File: src/rtl/exm_pkg.sv
// exm_pkg: shared opcode map, pipeline entry and flag types for the EX->MEM stage.
// Optional build macro consumed by ex_mem_stage: EXM_FLAG_RECOMPUTE_EN.
package exm_pkg;

    localparam int EXM_DATA_W = 32;
    localparam int EXM_RD_W   = 5;
    localparam int EXM_OP_W   = 5;

    localparam logic [EXM_OP_W-1:0] OP_ADD   = 5'b00010;
    localparam logic [EXM_OP_W-1:0] OP_ADDI  = 5'b00011;
    localparam logic [EXM_OP_W-1:0] OP_SUB   = 5'b00100;
    localparam logic [EXM_OP_W-1:0] OP_SUBI  = 5'b00101;
    localparam logic [EXM_OP_W-1:0] OP_MUL   = 5'b00110;
    localparam logic [EXM_OP_W-1:0] OP_DIV   = 5'b00111;
    localparam logic [EXM_OP_W-1:0] OP_AND   = 5'b01000;
    localparam logic [EXM_OP_W-1:0] OP_ANDI  = 5'b01001;
    localparam logic [EXM_OP_W-1:0] OP_OR    = 5'b01010;
    localparam logic [EXM_OP_W-1:0] OP_ORI   = 5'b01011;
    localparam logic [EXM_OP_W-1:0] OP_NOT   = 5'b01100;
    localparam logic [EXM_OP_W-1:0] OP_XOR   = 5'b01101;
    localparam logic [EXM_OP_W-1:0] OP_XORI  = 5'b01110;
    localparam logic [EXM_OP_W-1:0] OP_CMP   = 5'b01111;
    localparam logic [EXM_OP_W-1:0] OP_LD    = 5'b10000;
    localparam logic [EXM_OP_W-1:0] OP_ST    = 5'b10001;
    localparam logic [EXM_OP_W-1:0] OP_CALL  = 5'b10010;
    localparam logic [EXM_OP_W-1:0] OP_RET   = 5'b10011;
    localparam logic [EXM_OP_W-1:0] OP_RETI  = 5'b10100;
    localparam logic [EXM_OP_W-1:0] OP_MOVEH = 5'b11101;
    localparam logic [EXM_OP_W-1:0] OP_MOVEL = 5'b11110;

    typedef struct packed {
        logic [EXM_OP_W-1:0]   opcode;
        logic [EXM_RD_W-1:0]   rd;
        logic [EXM_DATA_W-1:0] result;
        logic [EXM_DATA_W-1:0] store_data;
        logic                  reg_we;
        logic                  rd_en;
        logic                  wr_en;
    } exm_entry_t;

    typedef struct packed {
        logic z;
        logic n;
    } flags_t;

    // Instructions that produce a register writeback; anything unlisted writes nothing.
    function automatic logic op_writes_reg(input logic [EXM_OP_W-1:0] op);
        case (op)
            OP_ADD, OP_ADDI, OP_SUB, OP_SUBI, OP_MUL, OP_DIV,
            OP_AND, OP_ANDI, OP_OR, OP_ORI, OP_NOT, OP_XOR, OP_XORI,
            OP_MOVEH, OP_MOVEL, OP_LD: op_writes_reg = 1'b1;
            default:                   op_writes_reg = 1'b0;
        endcase
    endfunction

    // Arith/logic group plus CMP update the architectural flags.
    function automatic logic op_sets_flags(input logic [EXM_OP_W-1:0] op);
        case (op)
            OP_ADD, OP_ADDI, OP_SUB, OP_SUBI, OP_MUL, OP_DIV,
            OP_AND, OP_ANDI, OP_OR, OP_ORI, OP_NOT, OP_XOR, OP_XORI,
            OP_CMP:  op_sets_flags = 1'b1;
            default: op_sets_flags = 1'b0;
        endcase
    endfunction

endpackage

File: src/rtl/exm_skid_buf.sv
// exm_skid_buf: generic 2-entry valid/ready skid buffer with synchronous flush.
// in_ready_o comes straight from a register (low only while the skid slot is full),
// so the upstream ready path carries no combinational dependence on out_ready_i.
module exm_skid_buf
    import exm_pkg::*;
#(
    parameter type T = exm_entry_t
) (
    input  logic clk,
    input  logic rst_n,
    input  logic flush_i,
    input  logic in_valid_i,
    output logic in_ready_o,
    input  T     in_data_i,
    output logic out_valid_o,
    input  logic out_ready_i,
    output T     out_data_o
);

    logic out_valid_q, out_valid_d;
    logic skid_valid_q, skid_valid_d;
    T     out_q, out_d;
    T     skid_q, skid_d;
    logic accept_w;
    logic out_free_w;

    assign in_ready_o  = ~skid_valid_q;
    assign out_valid_o = out_valid_q;
    assign out_data_o  = out_q;
    assign accept_w    = in_valid_i & ~skid_valid_q;
    assign out_free_w  = ~out_valid_q | out_ready_i;

    // Slot movement: skid drains first to keep FIFO order; flush wins over everything.
    always_comb begin
        out_valid_d  = out_valid_q;
        skid_valid_d = skid_valid_q;
        out_d        = out_q;
        skid_d       = skid_q;
        if (flush_i) begin
            out_valid_d  = 1'b0;
            skid_valid_d = 1'b0;
        end else if (out_free_w) begin
            if (skid_valid_q) begin
                // No accept can happen here: in_ready_o is low while the skid is full.
                out_d        = skid_q;
                out_valid_d  = 1'b1;
                skid_valid_d = 1'b0;
            end else begin
                out_valid_d = accept_w;
                if (accept_w) begin
                    out_d = in_data_i;
                end
            end
        end else if (accept_w) begin
            skid_d       = in_data_i;
            skid_valid_d = 1'b1;
        end
    end

    // Slot registers; reset empties both entries and clears held data.
    always_ff @(posedge clk or negedge rst_n) begin
        if (!rst_n) begin
            out_valid_q  <= 1'b0;
            skid_valid_q <= 1'b0;
            out_q        <= '0;
            skid_q       <= '0;
        end else begin
            out_valid_q  <= out_valid_d;
            skid_valid_q <= skid_valid_d;
            out_q        <= out_d;
            skid_q       <= skid_d;
        end
    end

endmodule

File: src/rtl/ex_mem_stage.sv
// ex_mem_stage: EX->MEM pipeline register with opcode decode, {Z,N} flag register
// and a 2-entry skid buffer against MEM back-pressure.
// Build option EXM_FLAG_RECOMPUTE_EN: derive flags from ex_alu_out instead of ex_flags.
module ex_mem_stage
    import exm_pkg::*;
#(
    parameter int DATA_W = EXM_DATA_W,
    parameter int RD_W   = EXM_RD_W,
    parameter int OP_W   = EXM_OP_W
) (
    input  logic              clk,
    input  logic              rst_n,
    input  logic              ex_valid,
    output logic              ex_ready,
    input  logic [OP_W-1:0]   ex_opcode,
    input  logic [RD_W-1:0]   ex_rd,
    input  logic [DATA_W-1:0] ex_alu_out,
    input  logic [1:0]        ex_flags,
    input  logic [DATA_W-1:0] ex_store_data,
    input  logic              flush,
    output logic              mem_valid,
    input  logic              mem_ready,
    output logic [OP_W-1:0]   mem_opcode,
    output logic [RD_W-1:0]   mem_rd,
    output logic [DATA_W-1:0] mem_result,
    output logic [DATA_W-1:0] mem_store_data,
    output logic              mem_rd_en,
    output logic              mem_wr_en,
    output logic              reg_we,
    output logic              flag_z,
    output logic              flag_n
);

    exm_entry_t in_entry_w;
    exm_entry_t out_entry_w;
    flags_t     flags_q, flags_d;
    flags_t     flags_in_w;
    logic       accept_w;

    // Decode travels with the entry so strobes stay aligned with data under stalls.
    always_comb begin
        in_entry_w            = '0;
        in_entry_w.opcode     = ex_opcode;
        in_entry_w.rd         = ex_rd;
        in_entry_w.result     = ex_alu_out;
        in_entry_w.store_data = ex_store_data;
        in_entry_w.reg_we     = op_writes_reg(ex_opcode);
        in_entry_w.rd_en      = (ex_opcode == OP_LD);
        in_entry_w.wr_en      = (ex_opcode == OP_ST);
    end

    exm_skid_buf #(
        .T (exm_entry_t)
    ) u_skid (
        .clk         (clk),
        .rst_n       (rst_n),
        .flush_i     (flush),
        .in_valid_i  (ex_valid),
        .in_ready_o  (ex_ready),
        .in_data_i   (in_entry_w),
        .out_valid_o (mem_valid),
        .out_ready_i (mem_ready),
        .out_data_o  (out_entry_w)
    );

    assign accept_w = ex_valid & ex_ready;

    // Flag source selection; handshake is identical in both builds.
`ifdef EXM_FLAG_RECOMPUTE_EN
    always_comb begin
        flags_in_w   = '0;
        flags_in_w.z = (ex_alu_out == '0);
        flags_in_w.n = ex_alu_out[DATA_W-1];
    end
`else
    always_comb begin
        flags_in_w   = '0;
        flags_in_w.z = ex_flags[1];
        flags_in_w.n = ex_flags[0];
    end
`endif

    // Flags update at accept time, so MEM stalls never delay them; a flushed accept never lands.
    always_comb begin
        flags_d = flags_q;
        if (accept_w && !flush && op_sets_flags(ex_opcode)) begin
            flags_d = flags_in_w;
        end
    end

    // Architectural flag register.
    always_ff @(posedge clk or negedge rst_n) begin
        if (!rst_n) begin
            flags_q <= '0;
        end else begin
            flags_q <= flags_d;
        end
    end

    assign mem_opcode     = out_entry_w.opcode;
    assign mem_rd         = out_entry_w.rd;
    assign mem_result     = out_entry_w.result;
    assign mem_store_data = out_entry_w.store_data;
    assign reg_we         = mem_valid & out_entry_w.reg_we;
    assign mem_rd_en      = mem_valid & out_entry_w.rd_en;
    assign mem_wr_en      = mem_valid & out_entry_w.wr_en;
    assign flag_z         = flags_q.z;
    assign flag_n         = flags_q.n;

endmodule

File: config.mk
export PLATFORM = sky130hd
export DESIGN_NAME = ex_mem_stage
export DESIGN_NICKNAME = d
export VERILOG_FILES = /design/src/rtl/exm_pkg.sv /design/src/rtl/exm_skid_buf.sv /design/src/rtl/ex_mem_stage.sv
export SDC_FILE = /design/constraint.sdc
export NUM_CORES = 1
export LEC_CHECK = 0
export ABC_AREA = 1
export CORE_UTILIZATION = 38
export DETAILED_ROUTE_END_ITERATION = 10
export PLACE_DENSITY_LB_ADDON = 0.15
export SYNTH_ARGS = -nofsm -noshare
export SYNTH_HDL_FRONTEND = slang
export SYNTH_SLANG_ARGS = --single-unit
File: constraint.sdc
create_clock -name clk -period 1.6 [get_ports clk]
set_clock_uncertainty 0.05 [all_clocks]
set_input_delay 0.32 -clock clk [delete_from_list [all_inputs] [get_ports clk]]
set_output_delay 0.32 -clock clk [all_outputs]
set_load 0.05 [all_outputs]
==> summary.md <==
| Metric | Value |
|---|---|
| Reg2Reg Launch Point | `u_skid.skid_valid_q` |
| DIE AREA | `about 0.020 mm2` |
| Status | `finished clean` |
| GRT Resource Usage Total | `0.166` |
| CP max stage delay | `around 450 ps` |
| Post-synthesis adder-cell area fraction | `0.00502` |
| CP max-delay cell | `dfrtp_2` |
| Rel. slew slack | `0.759` |
| Mapped Cells | `approximately 860` |
| Vias per cell | `~4.5` |
| Area growth from synthesis to layout | `39.8%` |
| WP data required | `about 1200 ps` |
| Pwr/cell area | `1310 mW/mm2` |
| Antenna violations before repair | `0` |
| Kind of critical path | `reg -> out` |
| Fin cells | `~1,200` |
| Critical Path Fanout Max | `4` |
| Reg2Reg Setup Slack | `160 ps` |
| Final nets | `roughly 1,000` |
| Die Height | `142 um` |
| Worst Setup Start Kind | `flop` |
| Yosys cell types | `24` |
| Row cnt | `50` |
| Multiplexer share of the synthesized area | `0` |
| DP Worst Slack | `-228 ps` |
| Drt wl/cell | `~13 um` |
| CTS root buf | `clkbuf_16` |
| CP arrival | `1180 ps` |
| Core Area | `~0.019 mm2` |
| Worst Tran Pin Value | `about 360 ps` |
| DRC | `0` |
| Clock insertion delay at the later pin of the skew report | `~420 ps` |
| Final worst setup slack | `47.8 ps` |
| Sequential area share after synthesis | `0.529` |
| Number of cells on the critical path | `3` |
| First-pass GRT wire length | `26.3 mm` |
| WL final | `16.1 mm` |
| Die Width | `between 100 and 150 um` |
| Vias | `approximately 5,500` |
| WP buf/inv | `3` |
| Post-route ant nets | `0` |
| Ant. Diodes | `0` |
| Final setup vio count | `0` |
| Placed instance area | `0.00978 mm2` |
| Most frequent cell on the critical path | `buf_12` |
| HPWL Detailed | `about 11 mm` |
| DRT Pass-1 Iters | `4` |
| Vias in the first global route | `5,118` |
| Count of final hold-check violations | `0` |
| Syn nets | `around 950` |
| Initial Util | `0.393` |
| Clk slew on worst S/H paths | `about 70 ps` |
| Placed Cells incl. Taps | `~1,200` |
| Worst VDD drop | `743 uV` |
| Fmax | `between 0.6 and 0.7 GHz` |
| Iter 0 DRT Violations | `about 250` |
| I/O Buffers | `161` |
| Final max-slew violation count | `0` |
| Critical R2R Capture | `u_skid.out_data_o[51]` |
| Routability Congestion | `0.759` |
| Tcrit/Tclk final | `0.970` |
| CP endpoint kind | `output pin` |
| Delay-heaviest family, CP | `flip-flops` |
| Largest family of logic cells by synthesized area | `buffers and inverters` |
| GRT overflow | `0` |
| Post-synthesis compound-gate area fraction | `0.162` |
| Synth Area per Inst | `8.68 um2` |
| CTS tree | `yes` |
| RSZ-0062 raised after global routing | `false` |
| Register bit total from synthesis | `158` |
| Critical path, cell by cell | `inv_4, buf_12, buf_12` |
| Worst Hold Class | `in -> async` |
| Synthesized cell area | `~0.0075 mm2` |
| TritonCTS buffer count | `17` |
| Synth warn | `0` |
| Max_cap viols | `0` |
| Worst r2r path cells | `6` |
| H-tree Lvls | `4` |
| Design Area, Final | `between 0.01 and 0.015 mm2` |
| Share of post-route cells with drive strength above 1 | `0.190` |
| Synth Area in Simple Gates | `0.143` |
| Crit path from | `u_skid.skid_valid_q` |
| Bufs on Longest Clock Path | `2` |
| Largest net degree at the start of global routing | `68` |
| Post-layout minimum cycle time | `~1600 ps` |
| XOR/XNOR share of the synthesized area | `0` |
| CTS sink cnt | `158` |
| Pleak | `approximately 5.2 nW` |
| # IOs | `about 160` |
| Worst setup path endpoint | `ex_ready` |
metal layers:
metal	GRT usage	wire length, um	part of all wire
met5	0	0	0
met4	0.0526	163	0.010
met3	0.0485	901	0.056
met2	0.259	7490	0.46
met1	0.223	7580	0.47
area by class of cell:
class / count / area, um2
fill: 1715 / 8570
sequential: 158 / 3960
timing repair buffer: 198 / 2930
multi-input combinational: 497 / 2310
clock buffer: 17 / 425
tap: 260 / 325
inverter: 85 / 324
clock inverter: 15 / 174
worst min-delay path by stage:
stage                                       end  slack (ps)  depth (start not counted)
final                     u_skid.out_data_o[31]         300                          2
after global placement                   flag_z         180                          1
after CTS                 u_skid.out_data_o[31]         300                          2
after detailed placement  u_skid.out_data_o[31]         190                          1
after global routing      u_skid.out_data_o[31]         310                          2
after floorplan                          flag_n         -30                          0
metrics by stage:
stage	total power, mW	hold WS (ps)	util	setup TNS [ps]
floorplan	7.90	-25.6	-	0
global placement	9.60	184	0.514	-26510
detailed placement	9.66	185	0.514	-28060
CTS	13.9	298	0.547	0
global route	14.4	311	0.550	0
finish	13.7	296	0.550	0
repair_timing:
action / 4_1_cts / 5_1_grt
cloned: 0 / 1
hold buffers: 1 / 0
setup buffers: 2 / 1
hold endpoints to repair: 21 / 0
resized for setup: 1 / 2
endpoints found under the setup margin: 1 / 4
cells in the final DEF, fill, tap and decap left out:
cell,instances
dfrtp_1,156
clkbuf_16,18
nand4_1,1
nand3_4,1
inv_8,3
nor2_8,1
o21ai_1,130
dfrtp_2,2
o21ai_2,16
clkdlybuf4s50_1,79
buf_12,96
clkinv_2,2
dlygate4sd3_1,1
bufinv_16,2
inv_4,2
nor2_1,6
ha_1,3
buf_16,1
inv_1,82
nand2_2,10
nor3_1,1
inv_2,1
nand2_1,239
o211ai_1,1
buf_4,18
nand3_1,5
o21ai_0,82
inv_6,6
clkinv_4,2
nor2_4,1
buf_6,2
cells by family (layout without fill, tap and decap cells):
group,after synthesis,count (layout)
buffers and inverters,207,315
DFF,158,158
AOI/OAI and AO/OA,229,229
adders and majority gates,3,3
and+or+nand+nor,265,265
power breakdown:
part | switching [mW] | internal, mW | total [mW]
combinational | 2.14 | 2.01 | 4.15
sequential | 0.622 | 4.80 | 5.42
clock | 1.80 | 2.36 | 4.16
cell usage after synthesis, drive strengths merged:
master / number / area share
nor2: 8 / 0.0072
nand4: 1 / 0.00084
nor3: 1 / 0.00067
buf: 106 / 0.11
dfrtp: 158 / 0.53
nand3: 6 / 0.0057
inv: 85 / 0.043
ha: 3 / 0.0050
o21ai: 228 / 0.16
o211ai: 1 / 0.0010
nand2: 249 / 0.13
clkbuf: 16 / 0.0080
worst reg2reg max path: stages (launching register included):
cell     delay (ps)
dfrtp_2         450
o21ai_2         220
nor2_4           60
inv_4           200
buf_12          230
nand2_1          70
o21ai_1          80
flip-flops by register name, indices dropped and copies added (netlist names):
register             cells
flag_n                   1
flag_z                   1
u_skid.out_data_o       77
u_skid.out_valid_o       1
u_skid.skid_q           77
u_skid.skid_valid_q      1
Note: power is estimated with default switching activity, not from simulation.
